<file path="config.mk">
export PLATFORM = sky130hd
export DESIGN_NAME = sram_bist
export DESIGN_NICKNAME = d
export VERILOG_FILES = /design/src/rtl/sram_bist_pkg.sv /design/src/rtl/sram_bist_addr_gen.sv /design/src/rtl/sram_bist.sv
export SDC_FILE = /design/constraint.sdc
export NUM_CORES = 1
export LEC_CHECK = 0
export ABC_AREA = 1
export CAP_MARGIN = 20
export CORE_ASPECT_RATIO = 0.75
export CORE_MARGIN = 3
export CORE_UTILIZATION = 30
export DETAILED_ROUTE_END_ITERATION = 10
export DONT_BUFFER_PORTS = 1
export PLACE_DENSITY = 0.41
export SLEW_MARGIN = 20
export SYNTH_ARGS = -nofsm -noshare
export SYNTH_HDL_FRONTEND = slang
export SYNTH_SLANG_ARGS = --single-unit
</file>
<file path="constraint.sdc">
create_clock -name clk -period 2.93 [get_ports clk]
set_input_delay 0.4395 -clock clk [delete_from_list [all_inputs] [get_ports clk]]
set_output_delay 0.4395 -clock clk [all_outputs]
set_load 0.01 [all_outputs]
</file>
<file path="src/rtl/sram_bist_pkg.sv">
// Shared types for the March C- SRAM self-test: ops, directions, element table, FSM states.
// The element table is walked by sram_bist; each entry is {dir, op1, op2}.
package sram_bist_pkg;

    typedef logic [2:0] elem_t;
    localparam elem_t LAST_ELEM = 3'd5;

    typedef enum logic [2:0] {OP_NONE, OP_R0, OP_R1, OP_W0, OP_W1} op_e;
    typedef enum logic {DIR_UP, DIR_DN} dir_e;

    typedef struct packed {
        dir_e dir;
        op_e  op1;
        op_e  op2;
    } march_t;

    localparam march_t [0:5] MARCH_TBL = '{
        '{DIR_UP, OP_W0, OP_NONE},
        '{DIR_UP, OP_R0, OP_W1},
        '{DIR_UP, OP_R1, OP_W0},
        '{DIR_DN, OP_R0, OP_W1},
        '{DIR_DN, OP_R1, OP_W0},
        '{DIR_UP, OP_R0, OP_NONE}
    };

    typedef enum logic [2:0] {
        ST_IDLE, ST_RD_ISSUE, ST_RD_WAIT, ST_RD_CMP, ST_WR, ST_DONE
    } state_e;

    function automatic state_e op_state(input op_e op);
        case (op)
            OP_R0, OP_R1: op_state = ST_RD_ISSUE;
            OP_W0, OP_W1: op_state = ST_WR;
            default:      op_state = ST_DONE;
        endcase
    endfunction

endpackage

</file>
<file path="src/rtl/sram_bist_addr_gen.sv">
// Up/down March address counter: load jumps to the element start, step moves one address.
// last_o flags the final address of the current direction; no wrap past either end is ever requested.
module sram_bist_addr_gen
    import sram_bist_pkg::*;
#(
    parameter int ADDR_W = 4
) (
    input  logic              clk,
    input  logic              rst_n,
    input  logic              load_i,
    input  logic              step_i,
    input  dir_e              dir_i,
    output logic [ADDR_W-1:0] addr_o,
    output logic              last_o
);

    logic [ADDR_W-1:0] addr_q, addr_d;
    dir_e              dir_q, dir_d;

    always_comb begin
        addr_d = addr_q;
        dir_d  = dir_q;
        if (load_i) begin
            dir_d  = dir_i;
            addr_d = (dir_i == DIR_UP) ? '0 : '1;
        end else if (step_i) begin
            addr_d = (dir_q == DIR_UP) ? addr_q + ADDR_W'(1) : addr_q - ADDR_W'(1);
        end
    end

    always_ff @(posedge clk or negedge rst_n) begin
        if (!rst_n) begin
            addr_q <= '0;
            dir_q  <= DIR_UP;
        end else begin
            addr_q <= addr_d;
            dir_q  <= dir_d;
        end
    end

    assign addr_o = addr_q;
    assign last_o = (dir_q == DIR_UP) ? (addr_q == '1) : (addr_q == '0);

endmodule

</file>
<file path="src/rtl/sram_bist.sv">
// March C- BIST initiator for a single-port synchronous SRAM with first-failure capture.
// Reads cost RD_LAT+1 cycles, writes one cycle; the SRAM never stalls, so there is no backpressure.
module sram_bist
    import sram_bist_pkg::*;
#(
    parameter int              ADDR_W       = 4,
    parameter int              DATA_W       = 8,
    parameter int              RD_LAT       = 1,
    parameter logic [DATA_W-1:0] BG         = '0,
    parameter bit              STOP_ON_FAIL = 1'b1
) (
    input  logic              clk,
    input  logic              rst_n,
    input  logic              start,
    output logic              busy,
    output logic              done,
    output logic              pass,
    output logic [7:0]        err_cnt,
    output logic [2:0]        fail_elem,
    output logic [ADDR_W-1:0] fail_addr,
    output logic [DATA_W-1:0] fail_exp,
    output logic [DATA_W-1:0] fail_got,
    output logic              mem_we,
    output logic [ADDR_W-1:0] mem_addr,
    output logic [DATA_W-1:0] mem_din,
    input  logic [DATA_W-1:0] mem_dout
);

    state_e            state_q, state_d;
    elem_t             elem_q, elem_d;
    logic              op_sel_q, op_sel_d;
    logic [1:0]        wait_q, wait_d;
    logic [7:0]        err_q, err_d;
    logic              pass_q, pass_d;
    elem_t             felem_q, felem_d;
    logic [ADDR_W-1:0] faddr_q, faddr_d;
    logic [DATA_W-1:0] fexp_q, fexp_d, fgot_q, fgot_d;
    logic [DATA_W-1:0] din_q;

    logic        ag_load, ag_step, ag_last, advance, wr_en;
    dir_e        ag_dir;
    march_t      cur, nxt;
    op_e         cur_op;
    logic [DATA_W-1:0] pat;

    sram_bist_addr_gen #(.ADDR_W(ADDR_W)) u_addr_gen (
        .clk    (clk),
        .rst_n  (rst_n),
        .load_i (ag_load),
        .step_i (ag_step),
        .dir_i  (ag_dir),
        .addr_o (mem_addr),
        .last_o (ag_last)
    );

    always_comb begin
        state_d  = state_q;
        elem_d   = elem_q;
        op_sel_d = op_sel_q;
        wait_d   = wait_q;
        err_d    = err_q;
        pass_d   = pass_q;
        felem_d  = felem_q;
        faddr_d  = faddr_q;
        fexp_d   = fexp_q;
        fgot_d   = fgot_q;
        ag_load  = 1'b0;
        ag_step  = 1'b0;
        ag_dir   = DIR_UP;
        advance  = 1'b0;
        wr_en    = 1'b0;
        cur      = MARCH_TBL[elem_q];
        nxt      = MARCH_TBL[elem_q + 3'd1];
        cur_op   = op_sel_q ? cur.op2 : cur.op1;
        pat      = (cur_op == OP_R1 || cur_op == OP_W1) ? ~BG : BG;

        case (state_q)
            ST_IDLE, ST_DONE: begin
                if (start) begin
                    state_d  = op_state(MARCH_TBL[0].op1);
                    elem_d   = '0;
                    op_sel_d = 1'b0;
                    ag_load  = 1'b1;
                    ag_dir   = MARCH_TBL[0].dir;
                    err_d    = '0;
                    pass_d   = 1'b0;
                    felem_d  = '0;
                    faddr_d  = '0;
                    fexp_d   = '0;
                    fgot_d   = '0;
                end
            end
            ST_RD_ISSUE: begin
                if (RD_LAT == 1) begin
                    state_d = ST_RD_CMP;
                end else begin
                    state_d = ST_RD_WAIT;
                    wait_d  = 2'(RD_LAT - 2);
                end
            end
            ST_RD_WAIT: begin
                if (wait_q == 2'd0) state_d = ST_RD_CMP;
                else                wait_d  = wait_q - 2'd1;
            end
            ST_RD_CMP: begin
                advance = 1'b1;
                if (mem_dout != pat) begin
                    if (err_q != 8'hFF) err_d = err_q + 8'd1;
                    // err_cnt never returns to zero mid-run, so zero marks the first failure
                    if (err_q == 8'd0) begin
                        felem_d = elem_q;
                        faddr_d = mem_addr;
                        fexp_d  = pat;
                        fgot_d  = mem_dout;
                    end
                    if (STOP_ON_FAIL) begin
                        advance = 1'b0;
                        state_d = ST_DONE;
                    end
                end
            end
            ST_WR: begin
                wr_en   = 1'b1;
                advance = 1'b1;
            end
            default: state_d = ST_IDLE;
        endcase

        if (advance) begin
            if (!op_sel_q && cur.op2 != OP_NONE) begin
                op_sel_d = 1'b1;
                state_d  = op_state(cur.op2);
            end else begin
                op_sel_d = 1'b0;
                if (!ag_last) begin
                    ag_step = 1'b1;
                    state_d = op_state(cur.op1);
                end else if (elem_q == LAST_ELEM) begin
                    state_d = ST_DONE;
                end else begin
                    elem_d  = elem_q + 3'd1;
                    ag_load = 1'b1;
                    ag_dir  = nxt.dir;
                    state_d = op_state(nxt.op1);
                end
            end
        end

        if (state_d == ST_DONE && state_q != ST_DONE) pass_d = (err_d == 8'd0);
    end

    always_ff @(posedge clk or negedge rst_n) begin
        if (!rst_n) begin
            state_q  <= ST_IDLE;
            elem_q   <= '0;
            op_sel_q <= 1'b0;
            wait_q   <= '0;
            err_q    <= '0;
            pass_q   <= 1'b0;
            felem_q  <= '0;
            faddr_q  <= '0;
            fexp_q   <= '0;
            fgot_q   <= '0;
            din_q    <= '0;
        end else begin
            state_q  <= state_d;
            elem_q   <= elem_d;
            op_sel_q <= op_sel_d;
            wait_q   <= wait_d;
            err_q    <= err_d;
            pass_q   <= pass_d;
            felem_q  <= felem_d;
            faddr_q  <= faddr_d;
            fexp_q   <= fexp_d;
            fgot_q   <= fgot_d;
            din_q    <= mem_din;
        end
    end

    // Write controls decode straight from the state register so reset kills mem_we at once
    assign mem_we    = wr_en;
    assign mem_din   = wr_en ? pat : din_q;
    assign busy      = (state_q != ST_IDLE) && (state_q != ST_DONE);
    assign done      = (state_q == ST_DONE);
    assign pass      = pass_q;
    assign err_cnt   = err_q;
    assign fail_elem = felem_q;
    assign fail_addr = faddr_q;
    assign fail_exp  = fexp_q;
    assign fail_got  = fgot_q;

endmodule

</file>
# After elaboration in Yosys (flattened, before gate mapping)
# Memories as Yosys holds them, arrays and structs flattened.
# Index checks and enable logic that the tools add are counted.
# word_totals
wordCells	151
inputBits	11
latchBits	0
regBits	54
out_inout_bits	47
n_memories	2
ramBits	0
romBits	112
# memory_table
memory	depth	width	rd	rd_clocked_by_memory_dff	write_ports	line	text
(name not given)	8	7	1	0	0	sram_bist.sv:73	nxt = MARCH_TBL[elem_q + 3'd1];
(name not given)	8	7	1	0	0	sram_bist.sv:72	cur = MARCH_TBL[elem_q];
# classes
n_reduce_logical	29
n_addsub	5
eq_ne	28
shift	0
n_div	0
order_cmp	2
n_bitwise	3
n_mul	0
mux	69
# ops
cell	n
$mux W8	10
$mux W3	17
$pmux W8 S2	3
$mux W4	7
$eq A3 B2 Y1 const B	9
$eq A3 B3 Y1 const B	8
$pmux W3 S2	4
$mux W1	21
$logic_not A8 Y1	2
$pmux W3 S5	1
$mux W7	2
$reduce_or A2 Y1	7
$eq A3 B1 Y1 const B	4
$mux W6	2
$reduce_bool A2 Y1	6
$add A8 B1 Y8 const B	1
$ge A4 B4 Y1 const B	2
$ne A8 B8 Y1	1
$ne A8 B8 Y1 const B	1
$not A3 Y4	2
$pmux W4 S2	1
$ne A2 B2 Y1 const B	3
$reduce_and A2 Y1	3
$reduce_bool A3 Y1	2
15 further kinds	17

# Longest topological paths before layout
# Gate-level depths: netlist of run 1.
# logic_depth
word_depth	16
ltp_mapped	19
ltp_nobuf	18

# Hierarchy
# Synthesis of run 1 repeated with hierarchy kept, for this count alone.
# unflattened
hier_cells	389
area_unflattened_um2	2875.3
# by_module_without_submodules
module	area_per_inst_um2	cells_per_inst	seq_area_each_um2	instances
sram_bist	2527.4	342	1051.0	1
sram_bist_addr_gen	347.8	47	125.1	1

# Worst setup path before layout of run 1
# No wires, ideal clock.
# synth_timing
path_type	reg2reg
startpoint	register elem_q[0]
endpoint	register u_addr_gen.addr_q[0] (netlist: u_addr_gen.addr_o[0])
setup_time_ns	0.117
n_path_buf	1
arrival_time_ns	2.058
synth_period_minus_slack_ns	2.175
path_stages_with_launch	20
t_required_ns	2.813
slack_ns	0.755
path_cell_list	dfrtp_1 > inv_2 > ha_1 > nor2_2 > nand2_1 > nand2_1 > nand2_2 > nand2_4 > nand2_4 > nand2_8 > nand2_4 > nand2_4 > nand2_4 > nor2_8 > nor2_2 > buf_6 > nand2_1 > nand2_1 > nand2_1 > nand2_1
# synth_via
elab_chain_cells	14
word_cells_on_any_way	33
cone_classes	add/sub: 1; eq/ne: 4; mux: 20; bitwise: 2; reduce/logical: 4; memory: 2
# synth_lines
item	line	text
start, declared	sram_bist.sv:30	elem_t elem_q, elem_d;
start signal, assigned	sram_bist.sv:167	elem_q <= elem_d;
$not A3 Y4 (not written as such)	sram_bist.sv:72	
$mem_v2 Z8 W7	n/a	
$mux W6 (not written as such) (2 in a row)	sram_bist.sv:72	
$mux W3	sram_bist.sv:74	cur_op = op_sel_q ? cur.op2 : cur.op1;
$eq A3 B2 Y1 / $eq A3 B3 Y1 (equally long branches)	sram_bist.sv:75	pat = (cur_op == OP_R1 || cur_op == OP_W1) ? ~BG : BG;
$logic_or A1 B1 Y1	sram_bist.sv:75	
$mux W8	sram_bist.sv:75	
$ne A8 B8 Y1	sram_bist.sv:107	if (mem_dout != pat) begin
$mux W1	sram_bist.sv:107	
$pmux W1 S2	sram_bist.sv:77	case (state_q)
$mux W1	sram_bist.sv:129	if (advance) begin
$mux W4	sram_bist_addr_gen.sv:25	addr_d = (dir_i == DIR_UP) ? '0 : '1;
$mux W4	sram_bist_addr_gen.sv:23	if (load_i) begin
end signal, assigned	sram_bist_addr_gen.sv:36	addr_q <= addr_d;
end, declared	sram_bist_addr_gen.sv:17	logic [ADDR_W-1:0] addr_q, addr_d;
# Parallel ways exist; a longest one is shown, timed or not. The select of a mux whose other input is x is not followed.
# A chain may end at the register's enable or synchronous reset.

# Final worst setup path of run 1
# layout_timing
startpoint	register elem_q[0]
endpoint	register u_addr_gen.addr_q[3] (netlist: u_addr_gen.addr_o[3])
# Same word-level chain as after synthesis.

==> results.cfg, run 1 <==
[floorplan]
pin_count = 58
die_area_um2 = 11400
die_w_um = 122.3
start_util_pct = 31.13
die_y_um = 93.22
core_um2 = 9774
rows = 31

[detailed_routing]
drt-met1-wl_mm = 4.093
drtIter0Drc = 118
detail-route-antenna-nets = 0
vias = 2543
drc_errors = 0
route.met3.wl_um = 631
avgRoutedWirePerCell_um = 14.29
met2_length_mm = 3.020
wl_mm = 7.800
vias_per_cell = 4.658
top_layer = met4
first_pass_iters = 4

[timing]
clock.fmax_mhz = 386.3
finalHoldViolCount = 10
fin_crit_sh_pct = 88.34
tns_ps = 0
report.final.slew_viol_count = 0
whs_ps = -9.773
fin_skew_ps = 5.136
finalSetupViolCount = 0
period_minus_slack_ps = 2588
maxSlewHeadroom_pct = 50.18
tightest_slew_ps = 747.3
rsz0062_at_grt = no

[clocking]
cts_tree = yes
cts_buffer_depth = 2
numCtsBuffers = 5
clk_pin_slew_ps = 70
clkLatencyLatePin_ps = 290
h-tree-depth = 2
clock-root-buffer = clkbuf_16
post_cts_buffers = 0
clock_sinks = 47

[yosys]
synthTopCellsByArea = dfrtp_1, nand2_1, nand3_1, inv_1, ha_1
synth_edf_count = 0
syn-num-nets = 444
yosysSeqAreaShare_pct = 38.65
synth_cell_types = 34
synth_compound_area_share_pct = 7.648
yosys.area_share.simple_pct = 35.24
synthFlopType = dfrtp_1
synth_top_cell_area_share_pct = 38.65
synth_cells = 418
ys_seq_elements = 47
synth_top_area_cell = dfrtp_1
syn_area_per_cell_um2 = 7.280
synthesis.area_um2 = 3043
synth_xor_area_share_pct = 1.727
yosysWarnings = 0
synth_adder_area_share_pct = 6.414
synth_top_family_by_area = simple AND/OR/NAND/NOR gates
synthMuxAreaShare_pct = 0
ys_async_sr_fraction_pct = 100.0

[critical_path]
reg2regPathDepth = 16
critPathSlowestCell = dfrtp_1
cpMostUsedCell = nand2_4
critical_path_class = flop to flop
arrival_ps = 2770
slowest_delay_ps = 520
timing.rr.end = u_addr_gen.addr_o[3]
reg2reg_slack_ps = 340
critical_path.cell_chain = inv_2 > ha_1 > o21ai_1 > nand2_1 > nand2_2 > nand2_4 > nand2_4 > nand2_8 > nand2_4 > nand2_4 > nand2_4 > nor2_8 > nor2_2 > nand2_2 > nand2_1 > nand2_1
endpoint_kind = flop
crit_path_start_kind = flop
cp_max_fo = 11
regToRegStartpoint = elem_q[0]
cp.required_ps = 3110

[power]
power-per-cell-area_nw_per_um2 = 903.3
p_leak_nw = 1.810
finalPower_w = 0.002983
ir_drop_mv = 0.4325

[cells_and_area]
diodes = 0
final_common_cell = nand2_1
nets = 439
area_delta_synth_final_pct = 8.512
layout_common_cells = nand2_1, inv_1, nand3_1
n_fill_cell = 1072
drive_gt1_share_pct = 8.454

[place]
place_hpwl_mm = 5.789
gp_congestion = 0.8324
port_buffers = 0

[outcome]
violations = hold timing
status = finished, violations left

[global_route]
overflow = 0
antenna_found_initial = 0
grt_pass1_wl_mm = 12.94
grt_start_max_net_pins = 48
grt_use_total_pct = 14.58
grt_pass1_vias = 2461

[run]
cap_violations = 0

[min_path]
min_path_type = input pin to asynchronous set/reset pin
## final cells by class
| type | instances | area [um2] | share of cell area (%) |
|---|---|---|---|
| Clock buffer | 6 | 128.9 | 3.903 |
| Clock inverter | 2 | 16.27 | 0.4926 |
| Inverter | 56 | 210.2 | 6.366 |
| Multi-Input combinational cell | 299 | 1555 | 47.10 |
| Sequential cell | 47 | 1176 | 35.62 |
| Tap cell | 132 | 165.2 | 5.002 |
| Timing Repair Buffer | 4 | 50.05 | 1.516 |
## cell families (layout without fill, tap and decap cells)
| logic type | Yosys count | after routing |
|---|---|---|
| AO/OA/AOI/OAI | 44 | 44 |
| XOR/XNOR | 6 | 6 |
| adder cells (fa/ha/maj) | 15 | 15 |
| buffers and inverters | 72 | 68 |
| flip-flops | 47 | 47 |
| AND/OR/NAND/NOR | 234 | 234 |
## cell usage after synthesis (all sizes together) (4+ instances only)
cell type and number:
xor2 4, nand2 143, ha 14, a21oi 9, o21ai 30, inv 56
nor2 33, nand4 4, nand3 49, dfrtp 47, buf 11, clkbuf 5
## worst max path at each step
| stage | start | to | slack [ps] | cells after the start |
|---|---|---|---|---|
| detailed placement | elem_q[0] | u_addr_gen.addr_o[0] | 370 | 16 |
| global placement | elem_q[0] | u_addr_gen.addr_o[1] | 420 | 16 |
| floorplan | elem_q[0] | u_addr_gen.addr_o[0] | 760 | 19 |
| finish | elem_q[0] | u_addr_gen.addr_o[3] | 340 | 16 |
| global route | elem_q[0] | u_addr_gen.addr_o[3] | 130 | 16 |
| CTS | elem_q[0] | u_addr_gen.addr_o[0] | 350 | 16 |
## report_power, final
| group | internal, W | leakage [nW] | switching, W |
|---|---|---|---|
| registers | 0.000855 | 0.635 | 0.000268 |
| clock network | 0.000320 | 0.0675 | 0.000249 |
| logic | 0.000396 | 1.11 | 0.000895 |
| total | 0.00157 | 1.81 | 0.00141 |
## worst max-delay path: cells and delay by family (launching register included)
kind	cells	cell delay (ps)
buffers and inverters	1	140
adders and majority gates	1	260
and+or+nand+nor	13	1450
DFF	1	520
AOI/OAI and AO/OA	1	120
## sequential cells by signal, indices dropped and copies added, names as in the netlist, 2 cells and up
name,count
din_q,8
elem_q,3
err_cnt,8
fail_addr,4
fail_elem,3
fail_got,8
state_q,3
u_addr_gen.addr_o,4
wait_q,2
## routing by layer
layer,GRT usage (%),vias up
li1,-,1307
met1,22.44,1172
met2,19.66,60
met3,4.474,4
met4,3.262,0
met5,0,-
## what timing repair did
action                    in CTS  in global routing
hold buffers                   1                  0
resized for setup              0                  0
hold endpoints to repair      47                  0
## metrics by stage
stage	util, %	worst slack (ps)	std cells	cell area (um2)	hold slack, ps
floorplan	-	755.2	418	3043	143.9
global placement	32.01	417.3	537	3129	146.7
detailed placement	32.01	367.8	537	3129	146.3
CTS	33.78	349.3	546	3302	3.440
global route	33.78	132.1	546	3302	10.43
finish	33.78	341.5	546	3302	-9.773
(Power assumes the default switching activity.)
==> inputs of run 2 (changes only) <==
MAX_ROUTING_LAYER = met4   (was default)
SYNTH_HIERARCHICAL = 1   (was default)
==> run 2 against run 1 <==
The run still ends with hold timing left. Final cell count down 4.4%. Via count fell by 6.9%. Combinational power is 32% lower. Critical path depth rose by 1. Global-route usage barely moved. Clock skew down 1.7 ps. Non-clock buffer count increased by 8. Clock power fell by 3%. Synthesized cell count decreased by 6.9%. Design area decreased by 3.5%. Critical endpoint is now u_addr_gen/addr_o[3]. Largest power group unchanged.
==> results.cfg, run 2 <==
[global_route]
grt_use_met1_pct = 20.21
grtUsageMet2_pct = 21.02
grt_use_total_pct = 14.56
antenna_found_initial = 0
overflow = 0
grt_pass1_wl_mm = 12.24
grt-busiest-layer = met2
grt_pass1_vias = 2296
use_met3_pct = 3.256
grt_start_max_net_pins = 48

[outcome]
status = finished, violations left
violations = hold timing

[cells_and_area]
layout_common_cells = nand2_1, inv_1, dfrtp_1
diodes = 0
area_delta_synth_final_pct = 10.79
nets = 421
final_common_cell = nand2_1
fin_cells = 522
drive_gt1_share_pct = 8.122

[floorplan]
core_um2 = 9196
start_util_pct = 31.27
die_area_um2 = 10810
die_w_um = 119.0
die_y_um = 90.78
pin_count = 58
rows = 30

[yosys]
synth_cells = 389
yosysMostFrequentCell = nand2_1
synth_top_area_cell = dfrtp_1
synth_top_cell_area_share_pct = 40.91
yosysWarnings = 6
yosysSeqAreaShare_pct = 40.91
syn-num-nets = 415
synthTopCellsByArea = dfrtp_1, nand2_1, inv_1, nand3_1, ha_1
synth_cell_types = 33
synthesis.area_um2 = 2875
ys_async_sr_fraction_pct = 100.0
yosys-top-cells-count = nand2_1, inv_1, dfrtp_1
synthFlopType = dfrtp_1
synth_edf_count = 0
syn_area_per_cell_um2 = 7.391
ys_seq_elements = 47

[critical_path]
endpoint_kind = flop
critical_path_class = flop to flop
cp_max_fo = 8
cp.required_ps = 3110
critical_path.startpoint = elem_q[0]
crit_path_start_kind = flop
arrival_ps = 2690
reg2reg_slack_ps = 420
regToRegStartpoint = elem_q[0]

[timing]
maxSlewHeadroom_pct = 50.14
whs_ps = -5.769
tns_ps = 0
finalSetupViolCount = 0
fin_skew_ps = 3.459
finalHoldViolCount = 13
report.final.slew_viol_count = 0
rsz0062_at_grt = no
clock.fmax_mhz = 399.1
fin_crit_sh_pct = 85.52
tightest_slew_ps = 747.9
period_minus_slack_ps = 2506

[clocking]
clkLatencyLatePin_ps = 290
clock_sinks = 47
post_cts_buffers = 0
cts_tree = yes
clk_pin_slew_ps = 60
cts_hold_buf = 1
post_cts_resized = 0
numCtsBuffers = 5
h-tree-depth = 2
cts_buffer_depth = 2
clock-root-buffer = clkbuf_16

[place]
dp_cells = 514
port_buffers = 0
gp_congestion = 0.8384
place_hpwl_mm = 5.445

[power]
power-per-cell-area_nw_per_um2 = 713.9
ir_drop_mv = 0.3205
p_leak_nw = 1.618

[detailed_routing]
wl_mm = 7.272
drc_errors = 0
vias = 2368
first_pass_iters = 4
vias_per_cell = 4.536
avgRoutedWirePerCell_um = 13.93
detail-route-antenna-nets = 0
drtIter0Drc = 236

[run]
cap_violations = 0

[min_path]
min_path_type = input pin to asynchronous set/reset pin
[run 2: cell count changes in the layout (fill, tap and decap cells not counted), sizes merged, moves of 3 or more]
| cell | previous run | this run |
|---|---|---|
| buf | 4 | 12 |
| nand2 | 143 | 106 |
| nand3 | 49 | 44 |
| nor3 | 1 | 4 |
| inv | 57 | 67 |
[run 2: path summary, 6_finish.rpt]
check,to,cells past startpoint
worst max-delay path,u_addr_gen/addr_o[3],17
worst min-delay path,err_cnt[6],1
worst max register to register,u_addr_gen/addr_o[3],17
worst min register to register,wait_q[1],2
max in group asynchronous,wait_q[0],1
min in group clk,fail_got[4],2
[run 2: cell families (layout without fill, tap and decap cells)]
group / count (synthesis) / in the layout / synth area share (%)
buffers and inverters: 81 / 86 / 12.18
XOR/XNOR: 3 / 3 / 0.9140
flip-flops: 47 / 47 / 40.91
AO/OA/AOI/OAI: 46 / 46 / 9.574
adder cells (fa/ha/maj): 15 / 15 / 6.789
AND/OR/NAND/NOR: 197 / 197 / 29.63
[run 2: metrics by stage]
step	cell area [um2]	hold WS [ps]	setup WS, ps	total power, W	utilization (%)
after floorplan	2875	143.9	616.5	0.001472	-
after global placement	3018	145.7	278.3	0.001719	32.82
after detailed placement	3018	145.5	166.0	0.001715	32.82
after CTS	3178	0.1897	153.3	0.002303	34.56
after global routing	3186	3.979	194.8	0.002468	34.64
final	3186	-5.769	424.2	0.002274	34.64
[run 2: area by class of cell]
cell class / count / area (um2)
fillers: 966 / 6011
clock inverters: 1 / 7.507
flip-flops and latches: 47 / 1176
inverters: 68 / 255.2
multi-input cells: 261 / 1351
repair buffers: 12 / 110.1
well taps: 128 / 160.2
clock buffers: 5 / 125.1
[run 2: critical path, stage by stage, from the launching register on]
cell	delay, ps
dfrtp_1	380
inv_2	100
ha_1	200
nor2_1	70
nor2_1	160
nand2_1	120
nand2_2	140
nand2_4	100
nand2_4	140
nand2_1	100
nand2_1	160
nand3_2	140
nand2_1	200
inv_1	100
nand2_1	120
inv_1	50
nand3_1	80
nand2_1	50
[run 2: layer usage]
layer | routed length (um) | part of all wire [%]
met5 | 0 | 0
met2 | 3053 | 42
met1 | 3735 | 51
met3 | 382 | 5.3
met4 | 101 | 1.4
[run 2: power breakdown]
group	total [W]	internal (W)	switching, W	leakage [nW]
Clock	0.000551	0.000307	0.000244	0.0618
Sequential	0.000851	0.000742	0.000110	0.641
Combinational	0.000872	0.000282	0.000590	0.916
==> inputs of run 3 (changes only) <==
CTS_CLUSTER_DIAMETER = 80   (was default)
GPL_TIMING_DRIVEN = 0   (was default)
==> run 3 against run 2 <==
The run still ends with hold timing left. Clock skew is 2.0 ps higher. First-iteration DRC count shrank 40%. Non-clock buffer count increased by 5. Sequential cell count unchanged. Total power up 0.34%. Count of clock-buffer cells in the layout grew 1. Setup slack worse by 110 ps. Largest power group is now registers.
==> results.cfg, run 3 (synthesis gave the netlist of run 2 again) <==
[outcome]
status = finished, violations left
violations = hold timing

[power]
power-per-cell-area_nw_per_um2 = 705.8
ir_drop_mv = 0.3549
finalPower_w = 0.002282
p_leak_nw = 1.646

[detailed_routing]
vias_per_cell = 4.618
avgRoutedWirePerCell_um = 14.16
first_pass_iters = 5
wl_mm = 7.491
drc_errors = 0
drtIter0Drc = 142
vias = 2443
detail-route-antenna-nets = 0

[floorplan]
rows = 30
die_w_um = 119.0
pin_count = 58
die_area_um2 = 10810
start_util_pct = 31.27
die_y_um = 90.78
core_um2 = 9196

[timing]
rsz0062_at_grt = no
timing.final.ws_setup_ps = 318.8
fin_crit_sh_pct = 89.12
clock.fmax_mhz = 383.0
period_minus_slack_ps = 2611
whs_ps = -6.293
finalHoldViolCount = 14
finalSetupViolCount = 0
fin_skew_ps = 5.446
maxSlewHeadroom_pct = 65.06
tightest_slew_ps = 524.1
report.final.slew_viol_count = 0

[cells_and_area]
drive_gt1_share_pct = 9.476
layout_common_cells = nand2_1, inv_1, dfrtp_1
area_delta_synth_final_pct = 12.45
area.sequential_um2 = 1177
fin_cells = 529
diodes = 0
nets = 426
final_common_cell = nand2_1
multi_input_area_um2 = 1354
n_fill_cell = 991

[global_route]
grt_pass1_vias = 2301
grt_use_total_pct = 14.77
grt_start_max_net_pins = 48
antenna_found_initial = 0
grt_pass1_wl_mm = 12.50
overflow = 0

[critical_path]
critical_path.cell_chain = inv_2 > ha_1 > nor2_1 > nor2_1 > nand2_1 > nand2_2 > nand2_4 > nand2_4 > nand2_1 > nand2_2 > nand3_2 > nand2_2 > inv_1 > nand2_1 > inv_1 > nand3_1 > nand2_1
cpMostUsedCell = nand2_1
reg2regPathDepth = 17
crit_path_start_kind = flop
reg2reg_slack_ps = 320
cp_max_fo = 8
cp.required_ps = 3110
timing.rr.end = u_addr_gen/addr_o[3]
critPathSlowestCell = dfrtp_2
regToRegStartpoint = elem_q[0]
arrival_ps = 2790
critical_path_class = flop to flop
slowest_delay_ps = 440
endpoint_kind = flop

[min_path]
min_path_type = input pin to asynchronous set/reset pin

[clocking]
numCtsBuffers = 5
h-tree-depth = 2
clkLatencyLatePin_ps = 290
cts_buffer_depth = 2
clock_sinks = 47
clock-root-buffer = clkbuf_16
cts_tree = yes
clk_pin_slew_ps = 70

[place]
dp_slack_ps = -6.032
port_buffers = 0
dp_cells = 517
place_hpwl_mm = 5.607
gp_congestion = 0.8423

[run]
cap_violations = 0
==> run 3: cell types whose count changed in the layout (fill, tap and decap cells not counted) <==
cell,change
buf_2,+1
buf_6,+2
clkbuf_1,+3
clkinv_2,+1
dfrtp_1,-1
dfrtp_2,+1
nand2_1,-2
nand2_2,+2
nor2_1,+1
nor2_2,-1
==> run 3: area by class of cell <==
cell class,count,share of cell area [%]
Buffer,13,2.941
Clock buffer,6,3.986
Clock inverter,2,0.3870
Inverter,68,7.895
Multi-Input combinational cell,261,41.87
Sequential cell,47,36.42
Tap cell,128,4.954
Timing Repair Buffer,4,1.548
==> run 3: where the power goes <==
part           total [W]  switching, W  internal [W]
registers       0.000881      0.000140      0.000741
clock network   0.000579      0.000263      0.000316
logic           0.000822      0.000557      0.000265
==> run 3: timing repair <==
action	in CTS	in global routing
hold endpoints to repair	47	0
hold buffers	1	0
buffers inserted	0	3
gates resized for setup	1	2
endpoints found under the setup margin	2	5
==> run 3: how the worst max path moves through the flow <==
stage              start                    to  depth (start not counted)
5_1_grt        elem_q[0]  u_addr_gen/addr_o[3]                         17
3_5_place_dp   elem_q[0]  u_addr_gen/addr_o[3]                         16
4_1_cts        elem_q[0]  u_addr_gen/addr_o[3]                         17
3_3_place_gp   elem_q[0]  u_addr_gen/addr_o[3]                         18
2_1_floorplan  elem_q[0]  u_addr_gen/addr_o[3]                         18
6_report       elem_q[0]  u_addr_gen/addr_o[3]                         17
==> run 3: layer usage <==
layer  global-route usage (%)  share of wire (%)  up-vias
met1                    21.07                 51     1141
met5                        -                  0        -
met4                    3.472               0.63        0
met2                    21.16                 44       48
li1                         -                  -     1250
met3                    3.444                4.6        4
==> run 3: through the flow <==
step	area, um2	utilization (%)	hold slack, ps	TNS (ps)
4_1_cts	3206	34.86	5.337	0
3_5_place_dp	3035	33.01	145.3	-6.032
5_1_grt	3233	35.16	5.751	0
3_3_place_gp	3035	33.01	145.3	-35.21
2_1_floorplan	2875	-	143.9	0
6_report	3233	35.16	-6.293	0
==> run 3: critical path, delay by kind of cell (launching register included) <==
family                   cells  cell delay [ps]
adder cells (fa/ha/maj)      1              220
buffers and inverters        3              240
flip-flops                   1              440
AND/OR/NAND/NOR             13             1570
